### config.mk
export PLATFORM = sky130hd
export DESIGN_NAME = axis_rr_arbiter
export DESIGN_NICKNAME = d
export VERILOG_FILES = /design/src/rtl/axis_rr_arbiter.sv
export SDC_FILE = /design/constraint.sdc
export NUM_CORES = 1
export LEC_CHECK = 0
export ABC_CLOCK_PERIOD_IN_PS = 2100
export BUFFER_PORTS_ARGS = -buffer_cell sky130_fd_sc_hd__buf_4
export CAP_MARGIN = 20
export CORE_AREA = 2 2 145 147
export DETAILED_ROUTE_END_ITERATION = 8
export DIE_AREA = 0 0 147 149
export PLACE_DENSITY = 0.57
export SYNTH_ARGS = -nofsm -noshare
export SYNTH_HDL_FRONTEND = slang
export SYNTH_SLANG_ARGS = --single-unit
### constraint.sdc
create_clock -name clk_i -period 2.1 [get_ports clk_i]
set_input_delay 0.105 -clock clk_i [delete_from_list [all_inputs] [get_ports clk_i]]
set_output_delay 0.105 -clock clk_i [all_outputs]
set_load 0.03 [all_outputs]
### src/rtl/axis_rr_arbiter.sv
// Packet-granular round-robin merge of SLAVE_NR AXI-Stream sources
// onto one registered master port tagged with the source index.
module axis_rr_arbiter #(
    parameter int  AXIS_DATA_WIDTH = 64,
    parameter int  SLAVE_NR        = 4,
    localparam int ID_WIDTH        = $clog2(SLAVE_NR),
    localparam int STRB_WIDTH      = AXIS_DATA_WIDTH / 8
) (
    input  logic                           clk_i,
    input  logic                           rst_n_i,
    input  logic [SLAVE_NR-1:0]            s_axis_tvalid,
    input  logic [SLAVE_NR*AXIS_DATA_WIDTH-1:0] s_axis_tdata,
    input  logic [SLAVE_NR*STRB_WIDTH-1:0] s_axis_tstrb,
    input  logic [SLAVE_NR-1:0]            s_axis_tlast,
    output logic [SLAVE_NR-1:0]            s_axis_tready,
    output logic                           m_axis_tvalid,
    output logic [AXIS_DATA_WIDTH-1:0]     m_axis_tdata,
    output logic [STRB_WIDTH-1:0]          m_axis_tstrb,
    output logic                           m_axis_tlast,
    output logic [ID_WIDTH-1:0]            m_axis_tid,
    input  logic                           m_axis_tready
);

    typedef enum logic {IDLE, BUSY} state_t;

    state_t                   state_q, state_d;
    logic [ID_WIDTH-1:0]      grant_q, grant_d;
    logic [ID_WIDTH-1:0]      last_grant_q, last_grant_d;
    logic [ID_WIDTH-1:0]      winner;
    logic [ID_WIDTH-1:0]      idx;
    logic                     out_free;
    logic                     accept;
    logic                     sel_valid;
    logic                     sel_last;
    logic [AXIS_DATA_WIDTH-1:0] sel_data;
    logic [STRB_WIDTH-1:0]    sel_strb;

    // Walk from farthest to nearest so the closest requester after
    // last_grant overwrites the others.
    always_comb begin
        winner = last_grant_q;
        idx    = '0;
        for (int k = SLAVE_NR; k >= 1; k--) begin
            idx = ID_WIDTH'((int'(last_grant_q) + k) % SLAVE_NR);
            if (s_axis_tvalid[idx])
                winner = idx;
        end
    end

    always_comb begin
        sel_valid = 1'b0;
        sel_last  = 1'b0;
        sel_data  = '0;
        sel_strb  = '0;
        for (int i = 0; i < SLAVE_NR; i++) begin
            if (grant_q == ID_WIDTH'(i)) begin
                sel_valid = s_axis_tvalid[i];
                sel_last  = s_axis_tlast[i];
                sel_data  = s_axis_tdata[i*AXIS_DATA_WIDTH +: AXIS_DATA_WIDTH];
                sel_strb  = s_axis_tstrb[i*STRB_WIDTH +: STRB_WIDTH];
            end
        end
    end

    assign out_free = !m_axis_tvalid || m_axis_tready;
    assign accept   = (state_q == BUSY) && sel_valid && out_free;

    // Ready never looks at tvalid, only at grant and output occupancy.
    always_comb begin
        s_axis_tready = '0;
        if (state_q == BUSY)
            s_axis_tready[grant_q] = out_free;
    end

    always_comb begin
        state_d      = state_q;
        grant_d      = grant_q;
        last_grant_d = last_grant_q;
        case (state_q)
            IDLE: begin
                if (|s_axis_tvalid) begin
                    grant_d = winner;
                    state_d = BUSY;
                end
            end
            BUSY: begin
                if (accept && sel_last) begin
                    last_grant_d = grant_q;
                    state_d      = IDLE;
                end
            end
            default: state_d = IDLE;
        endcase
    end

    always_ff @(posedge clk_i) begin
        if (!rst_n_i) begin
            state_q      <= IDLE;
            grant_q      <= '0;
            last_grant_q <= ID_WIDTH'(SLAVE_NR - 1);
        end else begin
            state_q      <= state_d;
            grant_q      <= grant_d;
            last_grant_q <= last_grant_d;
        end
    end

    always_ff @(posedge clk_i) begin
        if (!rst_n_i) begin
            m_axis_tvalid <= 1'b0;
            m_axis_tdata  <= '0;
            m_axis_tstrb  <= '0;
            m_axis_tlast  <= 1'b0;
            m_axis_tid    <= '0;
        end else if (accept) begin
            m_axis_tvalid <= 1'b1;
            m_axis_tdata  <= sel_data;
            m_axis_tstrb  <= sel_strb;
            m_axis_tlast  <= sel_last;
            m_axis_tid    <= grant_q;
        end else if (m_axis_tvalid && m_axis_tready) begin
            m_axis_tvalid <= 1'b0;
        end
    end

endmodule
==> results by group, run 1 <==
Placement
  • I/O Buffers: 378
  • Placed Area: just over 0.008 mm2
  • DP Wirelength: between 10,000 and 15,000 um
  • Placed cell count: 1,082
  • RD Place Congestion: 0.766

Cells and area
  • Non-filler cells, final: around 1.1k
  • Layout area overhead: 66.7%
  • Multi-input gate area: roughly 0.0031 mm2
  • Final Cell Area: about 0.0084 mm2
  • Register area: 0.00163 mm2
  • Layout Nets: approximately 1.1k
  • # fillers: between 2k and 2.5k
  • ANT cells: 0
  • Share of layout cells above drive strength 1: 0.611

Timing
  • Final setup fails: 0
  • Unrepaired setup endpoints after global routing: no
  • Final hold slack: approximately 0.09 ns
  • Tcrit/Tclk final: 0.828
  • Fin crit period: 1.74 ns
  • TNS Setup: 0 ns
  • Final hold vios: 0
  • Final Max Tran Viols: 0
  • Worst-margin pin slew: 0.681 ns
  • Clk_skew: approximately 0.0049 ns
  • Relative max-transition margin: 0.546
  • Fmax: about 580 MHz

Hold path
  • Hold endpoint: grant_q[0]
  • WHS Path Cells: 4
  • HP Class: in -> reg
  • Hold path start: s_axis_tvalid[2]

Route
  • Via count: between 5k and 6k
  • Drt drc: 0
  • First-pass DRT Iterations: 4
  • Initial DRC count: 150
  • Drt wl/cell: 16.2 um
  • Drt via density: roughly 4.6
  • Final wirelength: ~18,000 um
  • Final ANT Viol Nets: 0

Synth
  • Post-synth top area share: 0.333
  • Flops & latches, synth: approximately 80
  • Distinct cells, synth: 32
  • Top cells by area, synth: mux4_2 33%, dfxtp_1 32%, nand2_1 11%, a21boi_1 9.4%, buf_6 3.1%
  • Seq/Total Area, Yosys: 0.324
  • Synthesized net count: 760
  • Avg Cell Area, Syn: about 11 um2
  • Cell count after synthesis: approximately 460
  • Number of warnings issued by yosys: 0
  • Leading area contributor after synthesis: mux4_2
  • Cell Area, Synth: 0.00501 mm2

Clocking
  • Setup bufs post-CTS: 0
  • CTS-repair resized insts: 0
  • Post-CTS Hold Buffers: 0
  • Clock Root Buffer: clkbuf_16
  • CTS tree: done
  • Number of buffers created by CTS: 9
  • Buffer depth of the longest clock path: 2
  • Clock Sink Count: 81
  • Skew-Pair Late Insertion Delay: approximately 0.34 ns
  • Reg clk slew, reported paths: 0.06 ns
  • H-tree depth: 3

Floorplanning
  • Core area: 0.0206 mm2
  • Die width: ~150 um
  • Die height: about 150 um
  • I/O pin count: about 380
  • Initial Utilization: 0.244
  • Placement Rows: 53
  • Die ar.: approximately 0.022 mm2

GRT
  • Met2 GRT Util: 0.300
  • Vias in the first global route: approximately 5.3k
  • Initial antenna violation count: 0
  • Met1 usage: 0.168
  • First-pass GRT wire length: 27,200 um
  • Largest net degree at the start of global routing: 59
  • Total grt overflow: 0
  • GR Util met3: 0.0471
  • GR Util All Layers: 0.158
  • GRT Max-Usage Layer: met2

Power
  • P_leak: roughly 3.6 nW
  • Power Density: between 600 and 700 mW/mm2
  • VDD IR max: 0.383 mV

Critical path
  • CP Launch Type: register
  • FF-to-FF path depth: 5
  • R2R Path End: m_axis_tdata[44]
  • Crit. End Element: register
  • Crit path arrival time: 1.97 ns
  • Flop2flop setup slack: ~0.36 ns
  • Worst setup path category: reg -> reg
  • R2r startpoint: grant_q[1]
  • Largest fanout on the critical path: 40
  • Critical path data required time: 2.33 ns

Run status
  • Outcome: finished, final reports clean

Job
  • Max Cap Viol: 0
layer usage:
metal,wire [um],share of wire
met5,0,0
met4,284,0.016
met3,1540,0.087
met2,9330,0.52
met1,6630,0.37
cell families after synthesis:
logic type | count (synthesis) | synth area share
DFF | 81 | 0.324
buffers and inverters | 44 | 0.0594
and+or+nand+nor | 172 | 0.142
muxes | 78 | 0.341
AOI/OAI and AO/OA | 86 | 0.134
cell type report:
type,count,area share
repair buffers,390,0.358
clock inverters,5,0.00674
multi-input cells,336,0.371
well taps,275,0.0412
flip-flops and latches,81,0.195
clock buffers,11,0.0279
worst max path at each step:
| stage | from | slack, ns | cells after the start | end |
|---|---|---|---|---|
| final | grant_q[1] | 0.36 | 5 | m_axis_tdata[44] |
| after global routing | grant_q[1] | 0.26 | 5 | m_axis_tdata[31] |
| after CTS | grant_q[1] | 0.34 | 5 | m_axis_tdata[42] |
| after detailed placement | grant_q[1] | 0.35 | 5 | m_axis_tdata[42] |
| after global placement | grant_q[1] | 0.36 | 5 | m_axis_tdata[10] |
| after floorplan | grant_q[1] | 0.30 | 4 | s_axis_tready[2] |
state kept, by name (all words and copies together) (netlist names):
| register | count |
|---|---|
| grant_q | 2 |
| m_axis_tstrb | 8 |
| m_axis_tvalid | 1 |
| m_axis_tid | 2 |
| m_axis_tlast | 1 |
| state_q | 1 |
| last_grant_q | 2 |
| m_axis_tdata | 64 |
where the power goes:
group / internal [mW] / switching [mW] / total, mW
clock: 0.920 / 0.657 / 1.58
combinational: 1.01 / 0.835 / 1.85
sequential: 1.66 / 0.0779 / 1.74
metrics by stage:
stage                     worst slack (ns)   util  total power, mW
after CTS                            0.344  0.406             5.28
after floorplan                      0.303      -             2.87
final                                0.362  0.406             5.16
after detailed placement             0.350  0.392             3.66
after global routing                 0.263  0.406             5.45
after global placement               0.363  0.392             3.65
synth_stat cells, drive strengths merged:
cell type    n
mux2         1
and4         1
o21ai        3
buf         27
nand3        2
nor2b        3
dfxtp       81
a31o         1
nor3         1
and3         1
mux2i        3
nor3b        2
a31oi        1
nor4         1
mux4        74
clkbuf      17
nand2      153
nand2b       3
nand4        1
o211ai       2
o31ai        1
a21boi      77
nor2         4
a21oi        1
critical path, stage by stage, from the launching register on:
cell	delay, ns
dfxtp_4	0.36
mux4_2	0.56
and3_2	0.25
buf_4	0.26
nand2_1	0.11
a21boi_1	0.07
placed cells by master, fill, tap and decap left out, drive strengths merged:
cell,Yosys,routed
and4,1,1
mux4,74,74
o211ai,2,2
and3,1,1
nor2b,3,3
nor4,1,1
clkbuf,17,11
o31ai,1,1
nand2,153,153
nand4,1,1
clkinv,0,3
buf,27,390
nand3,2,2
nor3,1,1
a21oi,1,1
nor3b,2,2
a31o,1,1
a21boi,77,77
o21ai,3,3
dfxtp,81,81
mux2,1,1
nand2b,3,3
clkinvlp,0,1
bufinv,0,1
mux2i,3,3
nor2,4,4
a31oi,1,1
No activity file was read; power rests on OpenSTA's default activity.
==> inputs of run 2 (changes only) <==
ABC_CLOCK_PERIOD_IN_PS = 1700   (was 2100)
clock period = 1.7 ns   (was 2.1 ns; I/O delays follow)
==> run 2 against run 1 <==
Compared with the run above: die area unchanged; critical path depth unchanged; largest cell class unchanged; worst hold slack got worse by 0.013 ns; via count hardly changed; routed wire length grew 1.1%; global-route usage down 0.080 points.
==> results by group, run 2 (synthesis results as in run 1) <==
Timing
  • Fin crit period: roughly 1.7 ns
  • Relative max-transition margin: 0.772
  • Final setup fails: 0
  • Final hold slack: between 0.07 and 0.08 ns
  • Final hold vios: 0
  • Clk_skew: around 0.0085 ns
  • Unrepaired setup endpoints after global routing: yes
  • Tcrit/Tclk final: 0.974
  • Fmax: 604 MHz
  • Worst-margin pin slew: 0.342 ns
  • TNS Setup: 0 ns
  • Final setup margin: 0.0434 ns
  • Final Max Tran Viols: 0

Clocking
  • Post-CTS Hold Buffers: 0
  • Skew-Pair Late Insertion Delay: around 0.34 ns
  • Clock Sink Count: 81
  • Reg clk slew, reported paths: about 0.060 ns
  • CTS tree: done
  • Buffer depth of the longest clock path: 2
  • Number of buffers created by CTS: 9
  • Clock Root Buffer: clkbuf_16
  • H-tree depth: 3

Job
  • Max Cap Viol: 0

Floorplanning
  • Die width: 147 um
  • Die ar.: about 0.022 mm2
  • Die height: approximately 150 um
  • I/O pin count: between 300 and 400
  • Core area: 0.0206 mm2
  • Placement Rows: 53
  • Initial Utilization: 0.244

Cells and area
  • ANT cells: 0
  • Layout area overhead: 70.0%
  • Share of layout cells above drive strength 1: 0.619
  • Commonest cells after routing, fill and taps aside: 385 x buf_4, 144 x nand2_1, 78 x dfxtp_1
  • Non-filler cells, final: between 1k and 1.5k
  • Biggest regs: m_axis_tdata x64, m_axis_tstrb x8
  • Layout Nets: 1,123
  • Number of flip-flops under the largest register name: between 60 and 70
  • Most common cell after layout, fill and taps aside: buf_4
  • Final core utilization: 0.414
  • Final Cell Area: roughly 0.0085 mm2
  • Biggest register: m_axis_tdata

Hold path
  • Hold path start: s_axis_tvalid[2]
  • Hold endpoint: grant_q[0]
  • WHS Path Cells: 4
  • HP Class: in -> reg

Route
  • Final ANT Viol Nets: 0
  • Via count: about 5.0k
  • Drt via density: around 4.6
  • Drt drc: 0
  • Final wirelength: around 18,000 um
  • Drt wl/cell: 16.3 um
  • Initial DRC count: between 100 and 150
  • First-pass DRT Iterations: 4

Critical path
  • R2r startpoint: grant_q[1]
  • Worst setup path category: reg -> reg
  • R2R Path End: m_axis_tdata[53]
  • Crit path arrival time: approximately 1.9 ns
  • Critical path data required time: just under 2 ns
  • FF-to-FF path depth: 5
  • CP Launch Type: register
  • Crit. End Element: register
  • Flop2flop setup slack: about 0.043 ns
  • Largest fanout on the critical path: 39

Power
  • Total design power: approximately 6.6 mW
  • VDD IR max: between 0.4 and 0.5 mV
  • Comb pwr share: 0.353
  • Clk pwr share: 0.323
  • Power Density: slightly below 800 mW/mm2
  • Int Power: between 4 and 5 mW
  • Psw: roughly 1.9 mW
  • P_leak: between 3 and 4 nW
  • Reg power frac: 0.324
  • Switching portion of total power: 0.290

GRT
  • GRT Max-Usage Layer: met2
  • Met1 usage: 0.175
  • Largest net degree at the start of global routing: 53
  • GR Util met3: 0.0557
  • First-pass GRT wire length: between 20,000 and 30,000 um
  • GR Util All Layers: 0.157
  • Total grt overflow: 0
  • Vias in the first global route: 5,016
  • Initial antenna violation count: 0
  • Met2 GRT Util: 0.287

Placement
  • Placed cell count: approximately 1.1k
  • Pre-CTS WS: between 0.06 and 0.07 ns
  • Placed Area: 0.00814 mm2
  • DP Wirelength: between 10,000 and 15,000 um
  • RD Place Congestion: between 0.7 and 0.8
  • I/O Buffers: 378

Run status
  • Outcome: finished, final reports clean
## run 2: changes by cell type in the layout (fill, tap and decap cells not counted), sizes merged
cell    previous run  this run
clkinv             3         0
clkbuf            11        13
buf              390       395
inv                0         1
bufinv             1         2
## run 2: power by group through the flow
| stage | logic, mW | registers, mW | clock network [mW] |
|---|---|---|---|
| after floorplan | 1.10 | 2.45 | 0 |
| after global placement | 2.34 | 2.19 | 0 |
| after detailed placement | 2.35 | 2.20 | 0 |
| after CTS | 2.35 | 2.16 | 2.25 |
| after global routing | 2.53 | 2.17 | 2.34 |
| final | 2.34 | 2.15 | 2.15 |
## run 2: what timing repair did
item,in CTS,in global routing
pin swaps,0,0
cloned,0,1
gates resized for setup,1,2
endpoints found under the setup margin,1,5
buffers inserted,0,3
## run 2: how the worst max path moves through the flow
stage | from | end | slack, ns | cells past startpoint
after floorplan | grant_q[0] | s_axis_tready[1] | -0.001 | 3
after global placement | grant_q[1] | m_axis_tdata[52] | 0.1 | 5
after detailed placement | grant_q[1] | m_axis_tdata[53] | 0.06 | 5
after CTS | state_q | s_axis_tready[1] | 0.01 | 3
after global routing | grant_q[1] | m_axis_tdata[40] | -0.006 | 5
final | grant_q[1] | m_axis_tdata[53] | 0.04 | 5
## run 2: metal layers
layer / vias to the layer above / share of wire
li1: 2406 / -
met2: 212 / 0.52
met5: - / 0
met3: 12 / 0.085
met1: 2398 / 0.38
met4: 0 / 0.010
## run 2: layout make-up
type	instances	area (um2)
timing repair buffer	396	3110
multi-input combinational	336	3110
clock buffer	12	256
sequential	81	1630
fill	2102	12000
tap	275	344
clock inverter	4	73.8
## run 2: critical path: stages, from the launching register on
cell      delay [ns]
dfxtp_4         0.35
mux4_2          0.55
and3_2          0.29
buf_12          0.19
nand2_1         0.10
a21boi_1        0.06
